<file path="config.mk">
export PLATFORM = sky130hd
export DESIGN_NAME = if_stage
export DESIGN_NICKNAME = d
export VERILOG_FILES = /design/src/rtl/mips_pkg.sv /design/src/rtl/pc_unit.sv /design/src/rtl/if_stage.sv
export SDC_FILE = /design/constraint.sdc
export NUM_CORES = 1
export LEC_CHECK = 0
export ABC_AREA = 1
export CORE_ASPECT_RATIO = 1.5
export CORE_MARGIN = 3
export CORE_UTILIZATION = 39
export CTS_CLUSTER_DIAMETER = 30
export DETAILED_ROUTE_END_ITERATION = 8
export PLACE_DENSITY_LB_ADDON = 0.3
export RECOVER_POWER = 100
export SKIP_CTS_REPAIR_TIMING = 1
export SLEW_MARGIN = 5
export SYNTH_ARGS = -nofsm -noshare
export SYNTH_HDL_FRONTEND = slang
export SYNTH_SLANG_ARGS = --single-unit
</file>
<file path="constraint.sdc">
create_clock -name i_clk -period 1.91 [get_ports i_clk]
set_clock_uncertainty 0.15 [all_clocks]
set_input_delay 0.382 -clock i_clk [delete_from_list [all_inputs] [get_ports i_clk]]
set_output_delay 0.382 -clock i_clk [all_outputs]
set_load 0.01 [all_outputs]
</file>
<file path="src/rtl/mips_pkg.sv">
// rtl/mips_pkg.sv - shared constants and encodings for the MIPS core
package mips_pkg;

  localparam int DEF_ADDR_WIDTH = 7;
  localparam int DEF_DATA_WIDTH = 32;

  localparam logic [31:0] INSTR_NOP  = 32'h0000_0000;
  localparam logic [31:0] INSTR_HALT = 32'hFC00_0000;

  typedef enum logic {
    ST_FETCH  = 1'b0,
    ST_HALTED = 1'b1
  } fetch_state_e;

  typedef enum logic [1:0] {
    PC_HOLD = 2'd0,
    PC_INC  = 2'd1,
    PC_LOAD = 2'd2
  } pc_sel_e;

endpackage

</file>
<file path="src/rtl/pc_unit.sv">
// rtl/pc_unit.sv - program counter register with hold/increment/load next-PC mux
module pc_unit
  import mips_pkg::*;
#(
  parameter int ADDR_WIDTH = DEF_ADDR_WIDTH
) (
  input  logic                  i_clk,
  input  logic                  i_reset_n,
  input  logic [1:0]            i_sel,
  input  logic [ADDR_WIDTH-1:0] i_target,
  output logic [ADDR_WIDTH-1:0] o_pc,
  output logic [ADDR_WIDTH-1:0] o_pc_plus1
);

  logic [ADDR_WIDTH-1:0] pc_q;
  logic [ADDR_WIDTH-1:0] pc_d;

  // Modulo-2^ADDR_WIDTH increment: the top address wraps to zero.
  assign o_pc_plus1 = pc_q + ADDR_WIDTH'(1);
  assign o_pc       = pc_q;

  always_comb begin
    pc_d = pc_q;
    case (pc_sel_e'(i_sel))
      PC_INC:  pc_d = o_pc_plus1;
      PC_LOAD: pc_d = i_target;
      default: pc_d = pc_q;
    endcase
  end

  always_ff @(posedge i_clk or negedge i_reset_n) begin
    if (!i_reset_n) begin
      pc_q <= '0;
    end else begin
      pc_q <= pc_d;
    end
  end

endmodule

</file>
<file path="src/rtl/if_stage.sv">
// rtl/if_stage.sv - instruction fetch stage: fetch FSM, IF/ID register, fetch counter
module if_stage
  import mips_pkg::*;
#(
  parameter int ADDR_WIDTH = DEF_ADDR_WIDTH,
  parameter int DATA_WIDTH = DEF_DATA_WIDTH
) (
  input  logic                  i_clk,
  input  logic                  i_reset_n,
  input  logic                  i_valid,
  input  logic                  i_stall,
  input  logic                  i_branch_taken,
  input  logic [ADDR_WIDTH-1:0] i_branch_target,
  input  logic                  i_jump,
  input  logic [ADDR_WIDTH-1:0] i_jump_target,
  output logic                  o_imem_valid,
  output logic [ADDR_WIDTH-1:0] o_imem_address,
  input  logic [DATA_WIDTH-1:0] i_imem_data,
  input  logic                  i_imem_halt,
  output logic [ADDR_WIDTH-1:0] o_pc,
  output logic [DATA_WIDTH-1:0] o_ifid_instr,
  output logic [ADDR_WIDTH-1:0] o_ifid_pc_next,
  output logic                  o_ifid_valid,
  output logic                  o_halted,
  output logic [15:0]           o_fetch_count
);

  fetch_state_e state_q;
  fetch_state_e state_d;

  logic [1:0]            pc_sel;
  logic [ADDR_WIDTH-1:0] pc;
  logic [ADDR_WIDTH-1:0] pc_plus1;
  logic [ADDR_WIDTH-1:0] redirect_target;
  logic                  redirect;

  logic                  ifid_we;
  logic [DATA_WIDTH-1:0] ifid_instr_d;
  logic [ADDR_WIDTH-1:0] ifid_pc_next_d;
  logic                  ifid_valid_d;

  assign redirect        = i_branch_taken | i_jump;
  assign redirect_target = i_branch_taken ? i_branch_target : i_jump_target;

  pc_unit #(
    .ADDR_WIDTH(ADDR_WIDTH)
  ) u_pc_unit (
    .i_clk     (i_clk),
    .i_reset_n (i_reset_n),
    .i_sel     (pc_sel),
    .i_target  (redirect_target),
    .o_pc      (pc),
    .o_pc_plus1(pc_plus1)
  );

  assign o_pc           = pc;
  assign o_imem_address = pc;
  assign o_halted       = (state_q == ST_HALTED);
  assign o_imem_valid   = i_valid & (state_q == ST_FETCH);

  always_comb begin
    state_d        = state_q;
    pc_sel         = PC_HOLD;
    ifid_we        = 1'b0;
    ifid_instr_d   = DATA_WIDTH'(INSTR_NOP);
    ifid_pc_next_d = '0;
    ifid_valid_d   = 1'b0;
    if (i_valid) begin
      if (redirect) begin
        // Redirect squashes whatever was fetched and also pulls us out of HALTED.
        pc_sel  = PC_LOAD;
        ifid_we = 1'b1;
        state_d = ST_FETCH;
      end else if (i_stall) begin
        pc_sel = PC_HOLD;
      end else if (state_q == ST_FETCH) begin
        ifid_we        = 1'b1;
        ifid_pc_next_d = pc_plus1;
        ifid_valid_d   = 1'b1;
        if (i_imem_halt) begin
          ifid_instr_d = DATA_WIDTH'(INSTR_HALT);
          state_d      = ST_HALTED;
        end else begin
          ifid_instr_d = i_imem_data;
          pc_sel       = PC_INC;
        end
      end else begin
        ifid_we = 1'b1;
      end
    end
  end

  always_ff @(posedge i_clk or negedge i_reset_n) begin
    if (!i_reset_n) begin
      state_q        <= ST_FETCH;
      o_ifid_instr   <= DATA_WIDTH'(INSTR_NOP);
      o_ifid_pc_next <= '0;
      o_ifid_valid   <= 1'b0;
      o_fetch_count  <= '0;
    end else begin
      state_q <= state_d;
      if (ifid_we) begin
        o_ifid_instr   <= ifid_instr_d;
        o_ifid_pc_next <= ifid_pc_next_d;
        o_ifid_valid   <= ifid_valid_d;
        if (ifid_valid_d && o_fetch_count != 16'hFFFF) begin
          o_fetch_count <= o_fetch_count + 16'd1;
        end
      end
    end
  end

endmodule
</file>
# Word level (Yosys, flattened, before mapping)
# Index checks and enable logic that the tools add are counted.
# totals
register_bits	64
latch_bits	0
ramBits	0
rom_bits	0
input_bits	53
output_inout_bits	72
n_memories	0
# classes
addsub	2
n_mul	0
div_mod_pow	0
order_cmp	0
eq_ne	4
shift	0
n_mux	27
n_bitwise	3
reduce_logical	4
# ops
op	count
$mux 32	5
$mux 7	5
$add 16x1->16 const B	1
$ne 16x16->1 const B	1
$mux 1	14
$pmux 7 s2	1
$add 7x1->7 const B	1
$mux 2	2
$reduce_and 2->1	2
$eq 2x1->1 const B	1
$eq 2x2->1 const B	1
$ne 2x1->1 const B	1
$reduce_bool 2->1	1
$and 1x1->1	1
$logic_and 1x1->1	1
$not 1->1	1
$or 1x1->1	1

# Depth between registers and ports, before layout
# depth
word_depth	7
mapped_depth	12
ltp_nobuf	9

# Cells and area by module
# Synthesis repeated with hierarchy kept, for this count alone.
# unflattened
hier_cells	359
hier_area_um2	3253.1
# by_module_without_submodules
module	instances	cells_each	area_each_um2	seq_area_each_um2
if_stage	1	285	2756.4	1426.4
pc_unit	1	74	496.7	175.2

# Least setup slack after synthesis
# No wires, ideal clock.
# synth_timing
kind	input to register
startpoint	input port i_branch_taken
endpoint	register u_pc_unit.pc_q[3] (netlist: u_pc_unit.o_pc[3])
setup_time_ns	0.125
arrival_ns	1.934
path_slack_ns	-0.299
cell_stages	10
cell_sequence	buf_2 clkinv_2 nand2_2 nor3_4 buf_2 nand2_1 ha_1 clkinv_1 nand2_1 o22ai_1
# synth_via
elab_chain_cells	5
word_cells_on_any_way	8
# synth_rtl
item	line	text
start, declared	if_stage.sv:12	input logic i_branch_taken,
$or 1x1->1	if_stage.sv:42	assign redirect = i_branch_taken | i_jump;
$mux 2	if_stage.sv:69	if (redirect) begin
$mux 2	if_stage.sv:68	if (i_valid) begin
$eq 2x2->1 or $eq 2x1->1 (tied branches)	pc_unit.sv:24	case (pc_sel_e'(i_sel))
$pmux 7 s2 or $reduce_bool 2->1 (tied branches)	n/a	
end signal, assigned	pc_unit.sv:35	pc_q <= pc_d;
end, declared	pc_unit.sv:15	logic [ADDR_WIDTH-1:0] pc_q;
# Several ways; a longest one is shown, not always the timed one.
# A chain may end at the register's enable or synchronous reset.

# Worst setup path after layout
# layout_timing
startpoint	register u_pc_unit.pc_q[0] (netlist: u_pc_unit.o_pc[0])
endpoint	output port o_imem_address[0]
# layout_rtl
item	line	text
end, declared	if_stage.sv:17	output logic [ADDR_WIDTH-1:0] o_imem_address,
# No word-level cell between the ends.

==> results.sh <==
export IMPL_outcome="finished clean"
export IMPL_ys_types=28
export IMPL_numClockSinks=64
export IMPL_antenna_found_initial=0
export IMPL_finalNetCount=608
export IMPL_yosys_warnings=0
export IMPL_syn_inst=407
export IMPL_grt_total_usage_pct=20.5
export IMPL_finalCritPeriodShare_pct=98.7
export IMPL_end_kind="primary output"
export IMPL_dieArea_um2=9260
export IMPL_drt_antenna_violating_nets=0
export IMPL_grt_first_pass_wirelength_um=14800
export IMPL_critical_path_class="flip-flop to primary output"
export IMPL_worstPathArrival_ns=1.35
export IMPL_finalSetupViolations=0
export IMPL_power_leakage_uw=0.00254
export IMPL_cts_tree="done"
export IMPL_worst_pin_slew_ns=0.554
export IMPL_dp_hpwl_um=6580
export IMPL_design_area_um2=5040
export IMPL_internal_power_uw=3080
export IMPL_max_cap_viol_count=0
export IMPL_synth_largest_area_cell="dfrtp_1"
export IMPL_wl_per_cell_um=14.0
export IMPL_async_flop_share_pct=100
export IMPL_p_seq_share_pct=37.7
export IMPL_portBuffers=124
export IMPL_p_total_uw=4200
export IMPL_slowest_stage="clkdlybuf4s50_1"
export IMPL_ys_flop_type="dfrtp_1"
export IMPL_drc=0
export IMPL_path_clk_slew_ns=0.06
export IMPL_fmax_mhz=530
export IMPL_hold_viol=0
export IMPL_rows=39
export IMPL_worst_path_largest_cell_delay_ns=0.59
export IMPL_cp_max_fo=8
export IMPL_ys_ff_latch=64
export IMPL_ys_top_cells_by_area="dfrtp_1 51%, nand2_1 21%, nand3_1 6.8%"
export IMPL_pwr_share_comb_pct=20.6
export IMPL_ios=125
export IMPL_synth_most_common_cell="nand2_1"
export IMPL_ys_seq_area_share_pct=50.6
export IMPL_vias_per_cell=4.85
export IMPL_p_per_area_nw_per_um2=834
export IMPL_drt_pre_antenna_iters=5
export IMPL_grt_setup_unrepaired="false"
export IMPL_dr_total_vias=3198
export IMPL_dp_cells=642
export IMPL_grt_overflow_total=0
export IMPL_die_y_um=116
export IMPL_hold_path_class="input pin to async pin"
export IMPL_cp_required_ns=1.38
export IMPL_drt_initial_drc_count=137
export IMPL_synth_fp_nets=463
export IMPL_start_util_pct=40.8
export IMPL_syn_area_per_cell_um2=7.78
export IMPL_coreArea_um2=7760
export IMPL_grt_start_max_net_pins=61
export IMPL_clk_latency_ns=0.33
export IMPL_cts_path_max_buffers=2
export IMPL_grt_pass1_vias=3111
export IMPL_switchingPower_uw=1120
export IMPL_slew_viol_final=0
export IMPL_yosysTopAreaCellShare_pct=50.6
export IMPL_diodes=0
export IMPL_cp_top_family="buffers and inverters"
export IMPL_slew_limit_headroom_pct=63.0
export IMPL_final_util_pct=65.0
export IMPL_max_vdd_ir_drop_uv=486
export IMPL_drive_gt1_share_pct=12.2
export IMPL_gp_congestion=0.842
export IMPL_syn_area_um2=3170
export IMPL_critPathLaunchType="flip-flop"
export IMPL_fill_cells=658
export IMPL_whs_ns=0.314
export IMPL_finalWirelength_um=9250
export IMPL_min_period_ns=1.89
export IMPL_synth_edff_count=0
export IMPL_syn2layout_area_growth_pct=59.3
export IMPL_placed_cell_area_um2=4700
export IMPL_cp_buffers_inverters=1
export IMPL_synth_commonest_cells="173 x nand2_1, 64 x dfrtp_1, 43 x nand3_1"
export IMPL_swShare_pct=26.7
export IMPL_die_width_um=79.6
export IMPL_clock_root_buffer="clkbuf_16"
export IMPL_final_cell_count_no_fill=659
export IMPL_cts_htree_levels=3
export IMPL_clockPowerShare_pct=41.8
export IMPL_crit_chain="clkdlybuf4s50_1"
export IMPL_cts_buffers=9
-- cell usage in the layout (no fill, tap or decap), types with 2 or more instances in the layout --
master and count:
a21oi_1 7, a22o_1 2, buf_12 2, buf_4 22, bufinv_16 2, clkbuf_1 2, clkbuf_16 9, clkbuf_4 2
clkdlybuf4s25_1 8, clkdlybuf4s50_1 77, clkinv_2 2, dfrtp_1 53, dfrtp_2 11, dlygate4sd3_1 37, dlymetal6s2s_1 2, ha_1 2
inv_1 23, inv_2 2, inv_4 2, nand2_1 172, nand2_4 2, nand3_1 43, nand4_1 6, nor2_1 24
o21ai_0 14, o22ai_1 3, xnor2_1 7, xor2_1 2
-- stage by stage --
stage | setup slack, ns | TNS [ns]
2_1_floorplan | -0.0360 | -0.0489
3_3_place_gp | -0.277 | -10.12
3_5_place_dp | -0.303 | -11.59
4_1_cts | -0.174 | -0.566
5_1_grt | 0.00107 | 0
6_report | 0.0242 | 0
-- flip-flops by register name, indices dropped and copies added (netlist names) --
name            cells
u_pc_unit.o_pc      7
o_ifid_pc_next      7
o_ifid_valid        1
o_ifid_instr       32
o_fetch_count      16
o_halted            1
-- path summary, 6_finish.rpt --
path                                          startpoint                            end  slack, ns  cells after the start
setup / recovery           u_pc_unit.o_pc[0]$_DFFE_PN0P_              o_imem_address[0]       0.02                      1
hold / removal                                 i_reset_n   o_ifid_instr[22]$_DFFE_PN0P_       0.31                      2
setup reg to reg           o_fetch_count[14]$_DFFE_PN0P_   o_fetch_count[2]$_DFFE_PN0P_       0.15                      6
hold reg to reg             o_ifid_instr[22]$_DFFE_PN0P_   o_ifid_instr[22]$_DFFE_PN0P_       0.32                      2
max in group asynchronous                      i_reset_n  o_fetch_count[12]$_DFFE_PN0P_       0.65                      3
min in group i_clk          o_ifid_instr[22]$_DFFE_PN0P_   o_ifid_instr[22]$_DFFE_PN0P_       0.32                      2
-- layer usage --
layer / part of all wire, % / track usage [%] / wire [µm] / vias to the layer above
li1: - / - / - / 1579
met1: 42 / 24.8 / 3860 / 1508
met2: 50 / 35.2 / 4650 / 100
met3: 6.6 / 5.32 / 609 / 11
met4: 1.4 / 7.22 / 127 / 0
met5: 0 / 0 / 0 / -
-- power by group through the flow --
stage / Sequential [µW] / Combinational, µW / Clock [µW]
after detailed placement: 1600 / 878 / 0
final: 1580 / 864 / 1760
after global placement: 1590 / 868 / 0
after CTS: 1580 / 888 / 1790
after floorplan: 1620 / 356 / 0
after global routing: 1600 / 952 / 1840
-- cells by family after synthesis --
kind of cell / count (synthesis) / share of synthesized area (%)
adders and majority gates: 3 / 1.19
and+or+nand+nor: 251 / 32.6
buffers and inverters: 49 / 7.31
AOI/OAI and AO/OA: 31 / 5.77
xor gates and xnor gates: 9 / 2.49
DFF: 64 / 50.6
-- layout make-up --
type	instances	area, µm²	area share, %
Sequential cell	64	1620	32.0
Multi-Input combinational cell	294	1360	27.0
Clock inverter	7	95.1	1.89
Clock buffer	9	225	4.47
Inverter	28	123	2.43
Timing Repair Buffer	155	1500	29.7
Tap cell	102	128	2.53
No activity file was read; power rests on OpenSTA's default activity.
